### src/rtl/bcd_disp_pkg.sv
// Shared constants for the multiplexed seven-segment display: active-low
// segment glyphs, the all-off anode pattern and a prescaler width helper.
package bcd_disp_pkg;

  localparam logic [6:0] SEG_0     = 7'b1000000;
  localparam logic [6:0] SEG_1     = 7'b1111001;
  localparam logic [6:0] SEG_2     = 7'b0100100;
  localparam logic [6:0] SEG_3     = 7'b0110000;
  localparam logic [6:0] SEG_4     = 7'b0011001;
  localparam logic [6:0] SEG_5     = 7'b0010010;
  localparam logic [6:0] SEG_6     = 7'b0000010;
  localparam logic [6:0] SEG_7     = 7'b1111000;
  localparam logic [6:0] SEG_8     = 7'b0000000;
  localparam logic [6:0] SEG_9     = 7'b0010000;
  localparam logic [6:0] SEG_DASH  = 7'b0111111;
  localparam logic [6:0] SEG_BLANK = 7'b1111111;

  localparam logic [3:0] AN_OFF = 4'b1111;

  // Width needed to count 0..div-1; at least one bit even for tiny dividers.
  function automatic int presc_width(input int div);
    return (div <= 2) ? 1 : $clog2(div);
  endfunction

endpackage

### src/rtl/bcd_to_seg.sv
// Combinational decoder from one BCD nibble to an active-low segment pattern;
// non-decimal nibbles render as a dash, and blank forces all segments off.
module bcd_to_seg
  import bcd_disp_pkg::*;
(
  input  logic [3:0] nibble,
  input  logic       blank,
  output logic [6:0] seg
);

  always_comb begin
    seg = SEG_DASH;
    if (blank) begin
      seg = SEG_BLANK;
    end else begin
      case (nibble)
        4'd0:    seg = SEG_0;
        4'd1:    seg = SEG_1;
        4'd2:    seg = SEG_2;
        4'd3:    seg = SEG_3;
        4'd4:    seg = SEG_4;
        4'd5:    seg = SEG_5;
        4'd6:    seg = SEG_6;
        4'd7:    seg = SEG_7;
        4'd8:    seg = SEG_8;
        4'd9:    seg = SEG_9;
        default: seg = SEG_DASH;
      endcase
    end
  end

endmodule

### src/rtl/bcd_7seg_mux.sv
// Four-digit common-anode display driver: shadows loaded BCD values, commits
// them only at frame boundaries, scans digits and blanks leading zeros.
module bcd_7seg_mux
  import bcd_disp_pkg::*;
#(
  parameter int REFRESH_DIV = 100000,
  parameter bit BLANK_LZ    = 1'b1
) (
  input  logic        clk,
  input  logic        rst,
  input  logic        load,
  input  logic [15:0] bcd_in,
  output logic [3:0]  an,
  output logic [6:0]  seg,
  output logic        dp
);

  localparam int            PW = presc_width(REFRESH_DIV);
  localparam logic [PW-1:0] TC = PW'(REFRESH_DIV - 1);

  logic [PW-1:0] prescaler;
  logic [1:0]    idx;
  logic [15:0]   active;
  logic [15:0]   pending;
  logic          pend_v;
  logic          tc;
  logic          boundary;
  logic [3:0]    lz;
  logic [3:0]    nibble;
  logic          blank;
  logic [6:0]    seg_next;

  assign tc       = (prescaler == TC);
  assign boundary = tc && (idx == 2'd3);

  always_ff @(posedge clk) begin
    if (rst) begin
      prescaler <= '0;
      idx       <= 2'd0;
    end else if (tc) begin
      prescaler <= '0;
      idx       <= idx + 2'd1;
    end else begin
      prescaler <= prescaler + 1'b1;
    end
  end

  // A load landing on the boundary bypasses the shadow and supersedes any
  // older pending value, so pend_v is cleared in that case too.
  always_ff @(posedge clk) begin
    if (rst) begin
      active  <= 16'h0000;
      pending <= 16'h0000;
      pend_v  <= 1'b0;
    end else if (load && boundary) begin
      active <= bcd_in;
      pend_v <= 1'b0;
    end else if (load) begin
      pending <= bcd_in;
      pend_v  <= 1'b1;
    end else if (boundary && pend_v) begin
      active <= pending;
      pend_v <= 1'b0;
    end
  end

  always_comb begin
    lz[3]  = (active[15:12] == 4'd0);
    lz[2]  = lz[3] && (active[11:8] == 4'd0);
    lz[1]  = lz[2] && (active[7:4] == 4'd0);
    lz[0]  = 1'b0;
    nibble = active[{idx, 2'b00} +: 4];
    blank  = BLANK_LZ && lz[idx];
  end

  bcd_to_seg u_dec (
    .nibble (nibble),
    .blank  (blank),
    .seg    (seg_next)
  );

  always_ff @(posedge clk) begin
    if (rst) begin
      an  <= AN_OFF;
      seg <= SEG_BLANK;
    end else begin
      an  <= ~(4'b0001 << idx);
      seg <= seg_next;
    end
  end

  assign dp = 1'b1;

endmodule

### config.mk
export PLATFORM = sky130hd
export DESIGN_NAME = bcd_7seg_mux
export DESIGN_NICKNAME = d
export VERILOG_FILES = /design/src/rtl/bcd_disp_pkg.sv /design/src/rtl/bcd_to_seg.sv /design/src/rtl/bcd_7seg_mux.sv
export SDC_FILE = /design/constraint.sdc
export NUM_CORES = 1
export LEC_CHECK = 0
export ABC_AREA = 0
export CORE_MARGIN = 5
export CORE_UTILIZATION = 30
export CTS_BUF_LIST = sky130_fd_sc_hd__clkbuf_4 sky130_fd_sc_hd__clkbuf_8
export CTS_CLUSTER_SIZE = 16
export DETAILED_ROUTE_END_ITERATION = 10
export PLACE_DENSITY = 0.59
export SYNTH_ARGS = -nofsm -noshare
export SYNTH_HDL_FRONTEND = slang
export SYNTH_HIERARCHICAL = 1
export SYNTH_SLANG_ARGS = --single-unit
### constraint.sdc
create_clock -name clk -period 2.42 [get_ports clk]
set_clock_uncertainty 0.15 [all_clocks]
set_input_delay 0.363 -clock clk [delete_from_list [all_inputs] [get_ports clk]]
set_output_delay 0.363 -clock clk [all_outputs]
set_load 0.05 [all_outputs]
==> qor.yml <==
floorplan:
  num_rows: 38
  die_w_um: 115
  io_pins: 31
  design.die.area_mm2: 0.0132
  core_area_mm2: 0.0108
  initial_core_util_pct: 30.6
  die_h_um: 115
route:
  drt_iter0_drc: 74
  wl_mm: 7.18
  wl_per_cell_um: 13.9
  vias_per_cell: 5.12
  vias: 2637
  drc: 0
  firstDrtPassIters: 4
  antenna_left: 0
timing:
  holdWs_ns: 0.162
  period_share_pct: 93.3
  max_freq_mhz: 443
  fin_setup_tns_ns: 0
  fin_crit_ns: 2.26
  grt_setup_unrepaired: "false"
  finalMaxSlewViolations: 0
  setup_viol: 0
  hold_viol: 0
  tightest_slew_ns: 0.725
  fin_ws_ns: 0.162
  slew_headroom_pct: 51.6
critical_path:
  end_kind: "flip-flop"
  crit_arrival_ns: 2.33
  cp_cell_sequence: "buf_4, mux4_2, inv_1, ha_1, or2_0, a211oi_2, nor2_1, or2_2"
  worstPathMaxFanout: 6
  cp.required_ns: 2.49
  crit_slowest_cell: "mux4_2"
  path_class: "reg -> reg"
  worst-path-buf-inv: 2
  critPathTopFamily: "simple AND/OR/NAND/NOR gates"
  max_stage_delay_ns: 0.40
  startpoint_type: "flip-flop"
global_routing:
  grt_first_pass_wirelength_mm: 12.6
  grt_pass1_vias: 2593
  grt_max_degree: 47
  grt_usage_pct: 11.8
  antenna_found_initial: 0
  grt-ovfl-total: 0
synthesis:
  netlist.area_leader.share_pct: 38.1
  synth_top_family_by_area: "simple AND/OR/NAND/NOR gates"
  synth_fp_nets: 377
  synthMuxAreaShare_pct: 3.02
  async_reset_ff_share_pct: 0
  yosys-top-cells-count: "63 x dfxtp_1, 24 x nand2_1, 23 x nor2_1, 17 x a31oi_1"
  synth-compound-area-share_pct: 20.9
  yosysTopAreaCell: "dfxtp_1"
  yosysMostFrequentCell: "dfxtp_1"
  synth_simple_gate_area_share_pct: 24.2
  synthXorXnorAreaFrac_pct: 3.44
  syn_inst: 348
  synth_area_mm2: 0.00331
  synth_edf_count: 0
  synth-seq-cells: 63
  seq_area_frac_synth_pct: 38.1
  synth.avg_cell_area_um2: 9.52
  synth_adder_area_share_pct: 3.78
  ys.flop_type: "dfxtp_1"
  netlist_top_cells_area: "dfxtp_1 38%, o2bb2ai_2 4.5%, nand4b_1 4.2%, o311ai_1 4.2%, ha_1 3.8%"
  synth.distinct_cells: 54
  yosysWarnings: 6
pwr:
  p_int_mw: 1.57
  p_sw_mw: 0.546
  p_leak_nw: 1.37
  p_per_area_mw_per_mm2: 545
  switching_share_pct: 25.8
  finalPower_mw: 2.11
  clockPowerShare_pct: 38.1
  pwr-share-comb_pct: 9.9
  seqPwrFrac_pct: 51.9
  peakVddDrop_uv: 325
final_layout:
  fin_cells: 515
  stdcell_area_mm2: 0.00388
  fill_cells: 1114
  nets: 400
  drive_gt1_share_pct: 16.0
  syn2layout_area_growth_pct: 17.1
  n_antenna_cell: 0
  fin_util_pct: 35.8
placement:
  portBuffers: 29
  dp.cells: 500
  place_ws_ns: 0.167
  place.gp.congestion: 0.806
  place_area_mm2: 0.00371
  dp_hpwl_mm: 4.96
clocking:
  hold_buffers: 0
  clkTransAtPathRegs_ns: 0.07
  clock-sinks: 63
  cts_setup_buffers: 0
  cts_tree: "done"
  clock-root-buffer: "clkbuf_8"
  numCtsBuffers: 9
  cts_buffer_depth: 2
  post_cts_resized: 0
  clk_latency_ns: 0.34
  htree_levels: 3
hold_path:
  hp-class: "in -> reg"
run_status:
  status: "finished, final reports clean"
run:
  drv_cap: 0
## worst register-to-register path, delay by kind of cell (launching register included)
family / cells / cell delay (ns)
compound gates: 1 / 0.25
mux: 1 / 0.40
fa+ha+maj: 1 / 0.18
simple gates: 3 / 0.58
flops: 1 / 0.34
buf+inv: 2 / 0.26
## power by group through the flow
stage | logic [mW] | clock network [mW] | registers (mW)
after global placement | 0.208 | 0 | 1.12
after floorplan | 0.119 | 0 | 1.14
after global routing | 0.231 | 0.904 | 1.10
after CTS | 0.212 | 0.830 | 1.10
after detailed placement | 0.211 | 0 | 1.12
final | 0.210 | 0.806 | 1.10
## cells in the final DEF, fill, tap and decap left out, types with 3 or more instances in the layout
| cell | instances |
|---|---|
| clkbuf_8 | 10 |
| nand4_1 | 5 |
| buf_4 | 14 |
| nand3_1 | 6 |
| xor2_1 | 11 |
| or3_1 | 3 |
| o21ai_0 | 12 |
| or2_2 | 7 |
| a31oi_1 | 17 |
| nand2b_1 | 8 |
| mux4_2 | 4 |
| a21oi_1 | 7 |
| nand2_1 | 24 |
| nor3b_1 | 16 |
| nor2b_1 | 3 |
| o2bb2ai_2 | 10 |
| dfxtp_1 | 63 |
| and4_1 | 3 |
| clkinv_2 | 3 |
| nand4b_1 | 16 |
| inv_1 | 7 |
| nor2_1 | 23 |
| a22o_1 | 5 |
| a21boi_0 | 11 |
| clkdlybuf4s50_1 | 28 |
| o311ai_1 | 16 |
| ha_1 | 10 |
## state kept, by name, indices dropped and copies added, names as in the netlist
register	count
active	16
pend_v	1
an	4
pending	16
prescaler	17
idx	2
seg	7
## layer usage
| layer | vias up | wire, um | track usage [%] |
|---|---|---|---|
| li1 | 1329 | - | - |
| met1 | 1231 | 3700 | 17.2 |
| met2 | 62 | 2960 | 16.3 |
| met3 | 15 | 351 | 2.53 |
| met4 | 0 | 163 | 5.63 |
| met5 | - | 0 | 0 |
## final timing paths
path                      startpoint                       to  slack [ns]  cells past startpoint
min reg2reg  prescaler[0]$_SDFF_PP0_  prescaler[0]$_SDFF_PP0_        0.32                      1
max reg2reg      idx[0]$_SDFFE_PP0N_        seg[3]$_SDFF_PP1_        0.16                      8
min                              rst      idx[0]$_SDFFE_PP0N_        0.16                      2
max              idx[0]$_SDFFE_PP0N_        seg[3]$_SDFF_PP1_        0.16                      8
## area by class of cell
type	instances	area (um2)	share of cell area, %
repair buffers	44	410	10.6
clock inverters	4	22.5	0.581
well taps	140	175	4.52
flip-flops and latches	63	1260	32.5
inverters	7	26.3	0.677
multi-input cells	246	1840	47.4
clock buffers	11	145	3.74
## kinds of logic after synthesis
logic type                 Yosys count
adders and majority gates           10
xor gates and xnor gates            13
buffers and inverters               39
other                                1
AOI/OAI and AO/OA                   86
DFF                                 63
muxes                                5
and+or+nand+nor                    131
Note: power is estimated with default switching activity, not from simulation.
